--- config.mk ---
export PLATFORM = sky130hd
export DESIGN_NAME = voting_tally_seq
export DESIGN_NICKNAME = d
export VERILOG_FILES = /design/src/rtl/voting_pkg.sv /design/src/rtl/voting_tally_bank.sv /design/src/rtl/voting_tally_seq.sv
export SDC_FILE = /design/constraint.sdc
export NUM_CORES = 1
export LEC_CHECK = 0
export CAP_MARGIN = 20
export CORE_MARGIN = 8
export CORE_UTILIZATION = 50
export CTS_BUF_LIST = sky130_fd_sc_hd__clkbuf_8
export DETAILED_ROUTE_END_ITERATION = 6
export PLACE_DENSITY = 0.71
export SYNTH_ARGS = -nofsm -noshare
export SYNTH_HDL_FRONTEND = slang
export SYNTH_SLANG_ARGS = --single-unit
--- constraint.sdc ---
create_clock -name clk -period 4.7 [get_ports clk]
set_input_delay 0.47 -clock clk [delete_from_list [all_inputs] [get_ports clk]]
set_output_delay 0.47 -clock clk [all_outputs]
set_load 0.005 [all_outputs]
--- src/rtl/voting_pkg.sv ---
// voting_pkg: shared FSM encoding and derived counter width for the voting tally.
package voting_pkg;
  typedef enum logic [1:0] {COLLECT, SCAN, DONE} state_t;
  function automatic int cw(input int m);
    return m + 1;
  endfunction
endpackage

--- src/rtl/voting_tally_bank.sv ---
// voting_tally_bank: 2^N per-candidate vote counters with one increment port and one read port.
module voting_tally_bank #(
  parameter int N  = 1,
  parameter int CW = 4
) (
  input  logic          clk,
  input  logic          rst,
  input  logic          i_inc,
  input  logic [N-1:0]  i_idx,
  input  logic          i_clr,
  input  logic [N-1:0]  i_rd_idx,
  output logic [CW-1:0] o_rd_cnt
);
  logic [CW-1:0] r_cnt [2**N];
  always_ff @(posedge clk or posedge rst)
    if (rst)
      for (int k = 0; k < 2**N; k++) r_cnt[k] <= '0;
    else if (i_clr)
      for (int k = 0; k < 2**N; k++) r_cnt[k] <= '0;
    else if (i_inc)
      r_cnt[i_idx] <= r_cnt[i_idx] + 1'b1;
  assign o_rd_cnt = r_cnt[i_rd_idx];
endmodule

--- src/rtl/voting_tally_seq.sv ---
// voting_tally_seq: streaming vote tally over frames of up to 2^M votes, with a sequential argmax scan.
module voting_tally_seq
  import voting_pkg::*;
#(
  parameter int N = 1,
  parameter int M = 3
) (
  input  logic             clk,
  input  logic             rst,
  input  logic             in_valid,
  input  logic [N-1:0]     in_vote,
  input  logic             in_last,
  output logic             in_ready,
  output logic             res_valid,
  input  logic             res_ready,
  output logic [N-1:0]     res_winner,
  output logic [cw(M)-1:0] res_count,
  output logic             res_tie
);
  localparam int CW = cw(M);
  state_t        r_state;
  logic [CW-1:0] r_seen, r_best, w_rd;
  logic [N:0]    r_idx;
  logic [N-1:0]  r_win;
  logic          r_tie, w_acc, w_take, w_close;
  assign in_ready  = r_state == COLLECT;
  assign res_valid = r_state == DONE;
  assign w_acc     = in_valid && in_ready;
  assign w_take    = res_valid && res_ready;
  assign w_close   = in_last || r_seen == CW'((1 << M) - 1);
  voting_tally_bank #(.N(N), .CW(CW)) u_bank (
    .clk(clk), .rst(rst), .i_inc(w_acc), .i_idx(in_vote), .i_clr(w_take),
    .i_rd_idx(r_idx[N-1:0]), .o_rd_cnt(w_rd)
  );
  // r_idx runs one step past the last candidate; that step commits the argmax to the result ports
  always_ff @(posedge clk or posedge rst)
    if (rst) begin
      r_state    <= COLLECT;
      r_seen     <= '0;
      r_idx      <= '0;
      r_best     <= '0;
      r_win      <= '0;
      r_tie      <= 1'b0;
      res_winner <= '0;
      res_count  <= '0;
      res_tie    <= 1'b0;
    end else
      case (r_state)
        COLLECT: if (w_acc) begin
          r_seen <= r_seen + 1'b1;
          if (w_close) r_state <= SCAN;
        end
        SCAN: begin
          r_idx <= r_idx + 1'b1;
          if (r_idx[N]) begin
            res_winner <= r_win;
            res_count  <= r_best;
            res_tie    <= r_tie;
            r_idx      <= '0;
            r_state    <= DONE;
          end else if (r_idx == '0) begin
            r_best <= w_rd;
            r_win  <= '0;
            r_tie  <= 1'b0;
          end else if (w_rd > r_best) begin
            r_best <= w_rd;
            r_win  <= r_idx[N-1:0];
            r_tie  <= 1'b0;
          end else if (w_rd == r_best)
            r_tie <= 1'b1;
        end
        default: if (w_take) begin
          r_seen  <= '0;
          r_state <= COLLECT;
        end
      endcase
endmodule

==> summary by stage, run 1 <==
Power
IR analysis of the VDD net gives a maximum drop of 0.3823 mV. Of the total power, the clock network draws 0.157. The net load switching power is 0.3165 mW. Of the total power, combinational logic draws 0.413. The power density over the cells is ~560 nW/um^2.

Of the total power, the share spent switching nets is 0.3414. The cell internal power dissipation is 0.6105 mW. Overall power consumption after layout is estimated at 0.9270 mW. For this design the static power due to leakage is approximately 0.77 nW.

The part of the total power dissipated in sequential elements is 0.430.

Finish
The repair_antennas step left the layout with diodes totalling 0. In the layout the commonest cells are 28 x dfrtp_1, 16 x nand2_1, 13 x clkdlybuf4s50_1. The count of nets after finishing is between 150 and 200. The filler cell count is 238. From synthesis to final layout, the design area changed by 15.70%. The most common library cell in the layout ignoring fill and taps is dfrtp_1. The share of cells above drive strength 1 is 0.1489. Summing all flip-flop and latch instances after layout gives roughly 700 sq um. The multi-input combinational cells in the finished layout cover a total of 675.6 sq um.

The number of cells in the finished layout apart from fillers is roughly 170.

Timing
Setup repair after global routing left no endpoint under its margin. The time the final worst path needs with I/O delays and setup is 2324 ps. The slew of the pin with the lowest slew margin is 453.8 ps. In this run the tightest slew margin relative to its limit is 0.6966. Setup violations remaining at the end of the flow were counted as 0.

The number of pins exceeding their max-slew limit in the final report is 0. For the final database, setup skew stands at 1.361 ps. The hold violation count in the final report is 0. The final setup TNS is 0 ps. In the finished design, the share of the clock period the worst path needs comes to 0.4946. The maximum achievable frequency is ~0.43 GHz.

Setup path
The category of the critical setup timing path is reg2reg. STA classifies the critical path endpoint as a flip-flop. STA puts the critical path data required time at just under 5000 ps. In this run the worst path has a maximum fanout of 10. For the worst setup path, the data arrival time is 2490 ps. STA classifies the critical path startpoint as a flip-flop.

Synthesis
Of the post-synthesis cell area, the dominant cell type holds 0.4912. The fraction of the yosys area taken by sequential cells is 0.4912. The warning count from the yosys run is 0. The share of async-settable or async-resettable flops after synthesis is 1.000.

The synthesized netlist cell count is between 100 and 150. Ranked by total cell area, the synthesized netlist is headed by dfrtp_1 49%, mux2_2 6.3%, ha_1 5.3%. After synthesis the netlist holds a flip-flop and latch count of 28. Averaged over all synthesized cells, the footprint is 11.14 sq um. The most instantiated flip-flop cell in the synthesis netlist is dfrtp_1. The largest area contributor in the netlist is dfrtp_1. After synthesis the cells add up to around 1400 sq um.

The number of distinct library cell variants in the gate-level netlist after synthesis is 40. The net count after synthesis is 140. The number of synthesized flops with an enable pin is 0.

Hold path
The path class of the tightest hold or removal check is in2async.

Clock network
The hold buffer count at CTS is 0. TritonCTS built the clock tree. The depth of the CTS H-tree is 1. In this run the post-CTS setup repair buffer count came out at 0. The clock insertion delay at the later pin of the skew report is around 270 ps. The root cell of the clock tree is clkbuf_8. TritonCTS created 3 clock buffers. In this run the deepest clock path goes through 2 buffers. The clock transition at the registers of the reported paths is 90 ps. The CTS sink count is 28. Once the clock tree was built, the resizer swapped 0 gates to a different size.

Status
The run finished with clean final reports.

Detailed routing
The DRC marker count from the first detailed-route iteration is 31. After detailed routing, the number of remaining DRC violations is 0. Summed over all layers, the routed wires come to 2464 um. After detailed routing, the average wire length per cell comes to 14.33 um. After detailed routing, the number of vias per cell comes to 5.459. The detailed-routing iteration count for the pre-antenna-repair pass is 4. The detail route stage leaves a number of antenna-violating nets equal to 0. The detailed router placed ~940 vias in this run.

Place
The total instance count after detailed placement is 167. The last weighted congestion value of the routability-driven placer is a little over 0.8. The wire-length estimate of the detail-placed layout is 1904 um.

The count of buffers added on input and output ports is 13.

Job
Across the run, the number of max-cap violations was 0.

Global route
The total global routing overflow is 0. The first global-routing pass estimated approximately 4500 um of wire. The via count of the first global-routing pass is ~1000. Entering global routing, the biggest net connects 29 pins. For this run, the total global-route usage over all layers was measured as 0.1097. The initial antenna violation count is 0.

Floorplan
The number of top-level pins is 14. The floorplan step defined a die boundary enclosing 4818 sq um. The floorplan die height is a little under 70 um. The die is 69.41 um wide. The standard cell core area is between 2000 and 3000 sq um. After floorplanning, the core was divided into 19 placement rows. The initial utilization of the core area, before any placement, comes to 0.5217.
==> routing by layer <==
layer | vias up | track usage | wire length [um]
met5 | - | 0 | 0
met4 | 0 | 0.05011 | 47
met3 | 5 | 0.02861 | 75
met2 | 10 | 0.1844 | 1185
met1 | 456 | 0.1265 | 1156
li1 | 468 | - | -
==> logic make-up after synthesis <==
| group | synth area share |
|---|---|
| compound gates | 0.09737 |
| xor+xnor | 0.03071 |
| fa+ha+maj | 0.05263 |
| buf+inv | 0.03508 |
| flops | 0.4912 |
| mux | 0.1298 |
| simple gates | 0.1632 |
==> cell type report <==
cell class | instances | area share
sequential | 28 | 0.4246
multi-input combinational | 89 | 0.4094
timing repair buffer | 14 | 0.09553
clock buffer | 4 | 0.03336
tap | 31 | 0.02350
inverter | 6 | 0.01365
==> path summary, 6_finish.rpt <==
| path | start | end | slack, ps | cells past startpoint |
|---|---|---|---|---|
| setup / recovery | r_idx[0]$_DFFE_PP0P_ | r_best[1]$_DFFE_PP0P_ | 2380 | 6 |
| hold / removal | rst | r_seen[2]$_DFFE_PP0P_ | 450 | 2 |
| setup reg to reg | r_idx[0]$_DFFE_PP0P_ | r_best[1]$_DFFE_PP0P_ | 2380 | 6 |
| hold reg to reg | res_count[2]$_DFFE_PP0P_ | res_count[2]$_DFFE_PP0P_ | 490 | 2 |
| max in group asynchronous | rst | r_best[0]$_DFFE_PP0P_ | 3850 | 3 |
| min in group clk | res_count[2]$_DFFE_PP0P_ | res_count[2]$_DFFE_PP0P_ | 490 | 2 |
==> synthesized netlist by cell type, drive strengths merged, types with 2 or more instances <==
cell	n
dfrtp	28
nand2	16
mux2	11
nor2	8
o21ai	7
ha	6
inv	6
mux2i	5
a21oi	3
and2b	3
clkbuf	3
xor2	3
buf	2
nand3	2
nor3b	2
o21a	2
or3b	2
xnor2	2
==> registers in the layout (all words and copies together), names as in the netlist, 2 cells and up <==
signal	cells
r_best	4
r_seen	4
r_idx	2
u_bank.r_cnt	8
res_count	4
r_state	2
==> metrics by stage <==
| stage | utilization | setup slack, ps | area (sq um) | hold slack [ps] |
|---|---|---|---|---|
| finish | 0.6037 | 2376 | 1650 | 445.2 |
| global route | 0.6037 | 2253 | 1650 | 458.0 |
| CTS | 0.5936 | 2359 | 1623 | 491.4 |
| detailed placement | 0.5735 | 2377 | 1568 | 470.4 |
| global placement | 0.5735 | 2450 | 1568 | 464.2 |
| floorplan | - | 2389 | 1426 | 441.1 |
==> power by group through the flow <==
stage	sequential (mW)	combinational, mW	clock, mW
after floorplan	0.370	0.312	0
after global placement	0.400	0.373	0
after detailed placement	0.404	0.387	0
after CTS	0.399	0.388	0.151
after global routing	0.411	0.436	0.159
final	0.399	0.383	0.145
==> worst max-delay path, stage by stage, from the launching register on <==
cell and delay, ps:
dfrtp_1 560, mux2_2 400, ha_1 310, and4_1 230
a21o_1 190, a31o_4 240, mux2_4 290
No activity file was read; power rests on OpenSTA's default activity.
==> run 2: changes to the inputs <==
==> constraint.sdc (replaced) <==
create_clock -name clk -period 2.2 [get_ports clk]
set_input_delay 0.22 -clock clk [delete_from_list [all_inputs] [get_ports clk]]
set_output_delay 0.22 -clock clk [all_outputs]
set_load 0.005 [all_outputs]
==> run 2 against run 1 <==
Effect of this change:
- via count down 0.85%
- sequential share of layout area is 0.90 points lower
- cell area is 2.4% higher
- worst hold slack got worse by 140 ps
- flip-flop and latch count did not move
- critical path depth stayed put
- setup slack worse by 2300 ps
- largest cell class unchanged
==> summary by stage, run 2 (synthesized netlist as in run 1, its figures left out) <==
Timing
The number of pins exceeding their max-slew limit in the final report is 0. Setup violations remaining at the end of the flow were counted as 0. Of the available clock period, the critical path in the final layout requires 0.9728. The final worst-path setup slack is 59.77 ps.

The slew of the pin with the lowest slew margin is 453.5 ps. In this run the tightest slew margin relative to its limit is 0.6968. After layout, the minimum clock period comes to 2140 ps. The maximum achievable frequency is 0.4672 GHz.

The tightest hold path in the finished design has a slack of 304.3 ps. The worst setup skew after layout is slightly above 5 ps. The hold violation count in the final report is 0.

In the final timing run, aggregate negative setup slack is 0 ps.

Floorplan
The die boundary width is 69.41 um. The number of top-level pins is 14. The floorplan die area is 4818 sq um. The floorplan has 19 rows. The effective utilization at floorplan is 0.5217. The floorplan die height is 69.41 um. The standard cell core area is 2734 sq um.

Setup path
In this run the worst path has a maximum fanout of 6. The critical path capture point type is a flip-flop. The signal on the critical path passes through mux2_2 -> ha_1 -> and4_4 -> a21o_1 -> a31o_4 -> mux2_4. The stage delay of the slowest cell on the critical path is 440 ps.

The largest individual stage delay along the critical path comes from the cell dfrtp_2. The element type at the critical path start is a flip-flop. For the worst setup path, the data arrival time is 2300 ps. Data on the critical path is required at its endpoint by 2360 ps. The setup path with the least slack is of type reg2reg.

Finish
The post-route core utilization is 0.6178. The area occupied by registers is 701.9 sq um. In the final layout, the multi-input gates occupy ~700 sq um. The register with the most flip-flops in the layout has 8 of them. Relative to the synthesized area, the layout overhead comes to 18.42%. The share of cells above drive strength 1 is 0.1875. 0 antenna diodes ended up in the layout. Counting the fill cells in the layout gives 228. The most common library cell in the layout ignoring fill and taps is dfrtp_1. The register with the most flip-flops in the final layout is u_bank.r_cnt. The library cells used most frequently in the layout, excluding fill and tap cells, are 27 x dfrtp_1, 16 x nand2_1, 13 x clkdlybuf4s50_1.

At the end of the flow, the number of nets in the layout was 157.

Place
Input and output buffers added on the ports amount to 13. The half-perimeter wire length after placement is 1878 um. Routability-driven placement finished with a final weighted congestion of 0.8557. At the placement stage, the worst setup path has a slack of -15.19 ps.

Global route
The layer with the highest usage is met2. The overall routing resource usage is 0.1110. Entering global routing, the biggest net connects 29 pins.

After global routing the overflow that remains totals 0. The via count of the first global-routing pass is 1001. The met3 routing resource usage after global routing is 0.02718. The global-route wire length before repair is 4526 um.

The initial antenna violation count came to 0. In the global route stage, met2 resource usage came out at 0.1711. For met1 alone, demand over resource in global routing was 0.1432.

Clock network
The tree is rooted in a clkbuf_8. The TritonCTS clock tree is done. The number of clock buffers added by TritonCTS is 3.

The CTS sink count is 28. The clock reaches the later pin of the worst-skew pair after 270 ps. Clock-pin slew was measured on the worst setup and hold paths at 90 ps. In this run the number of H-tree levels came out at 1. The clock passes through at most 2 buffers.

Detailed routing
The detailed-routing iteration count for the pre-antenna-repair pass is 3. Once detail routing completed, the nets flagged for antenna violations numbered 0. The DRC marker count from the first detailed-route iteration is 15. The total vias in the final route is 931. The final layout contains routed wiring with a total length of 2508 um. After detailed routing, the number of vias per cell comes to 5.320. The final routed DRC violation total is 0. The routed wire length per instance is 14.33 um.

Power
The cell leakage power is 0.7832 nW. Across the VDD grid, the largest voltage drop is 0.8584 mV. In this run the power density over the cells is 1271 nW/um^2.

Hold path
The worst hold path belongs to the class in2async.

Status
The flow ran to the end, and the final reports show no timing, DRC or antenna violations.

Job
The max capacitance violation total is 0.
## run 2: through the flow
| step | power, mW | instances | area (sq um) |
|---|---|---|---|
| 2_1_floorplan | 1.460 | 128 | 1428 |
| 3_3_place_gp | 1.676 | 170 | 1590 |
| 3_5_place_dp | 1.711 | 170 | 1590 |
| 4_1_cts | 2.119 | 174 | 1663 |
| 5_1_grt | 2.313 | 175 | 1689 |
| 6_report | 2.146 | 175 | 1689 |
## run 2: routing by layer
metal,vias to the layer above,share of wire
met2,8,0.47
li1,470,-
met1,451,0.50
met5,-,0
met4,0,0.0080
met3,2,0.026
## run 2: final timing paths
path,slack [ps],start,endpoint,cells after the start
max in group asynchronous,1620,rst,r_idx[0]$_DFFE_PP0P_,3
setup / recovery,60,r_idx[0]$_DFFE_PP0P_,r_best[2]$_DFFE_PP0P_,6
hold / removal,300,rst,r_seen[3]$_DFFE_PP0P_,3
min in group clk,480,res_count[1]$_DFFE_PP0P_,res_count[1]$_DFFE_PP0P_,2
hold reg to reg,480,res_count[1]$_DFFE_PP0P_,res_count[1]$_DFFE_PP0P_,2
setup reg to reg,60,r_idx[0]$_DFFE_PP0P_,r_best[2]$_DFFE_PP0P_,6
## run 2: area by class of cell
cell class	instances	share of cell area
Multi-Input combinational cell	89	0.4111
Clock buffer	3	0.02444
Sequential cell	28	0.4156
Inverter	6	0.01333
Clock inverter	1	0.01778
Tap cell	31	0.02296
Timing Repair Buffer	17	0.09482
## run 2: critical path: cells and delay by family (launching register included)
family | cells | cell delay, ps
compound gates | 2 | 410
simple gates | 1 | 210
fa+ha+maj | 1 | 300
flops | 1 | 440
mux | 2 | 660
## run 2: report_power, final
part	internal, mW	switching [mW]
Sequential	0.687	0.160
Clock	0.243	0.154
Combinational	0.521	0.380
## run 2: repair_timing
action / 4_1_cts / 5_1_grt
hold buffers: 0 / 0
resized for setup: 1 / 3
pin swaps: 0 / 2
buffers inserted: 0 / 1
setup endpoints to repair: 3 / 3
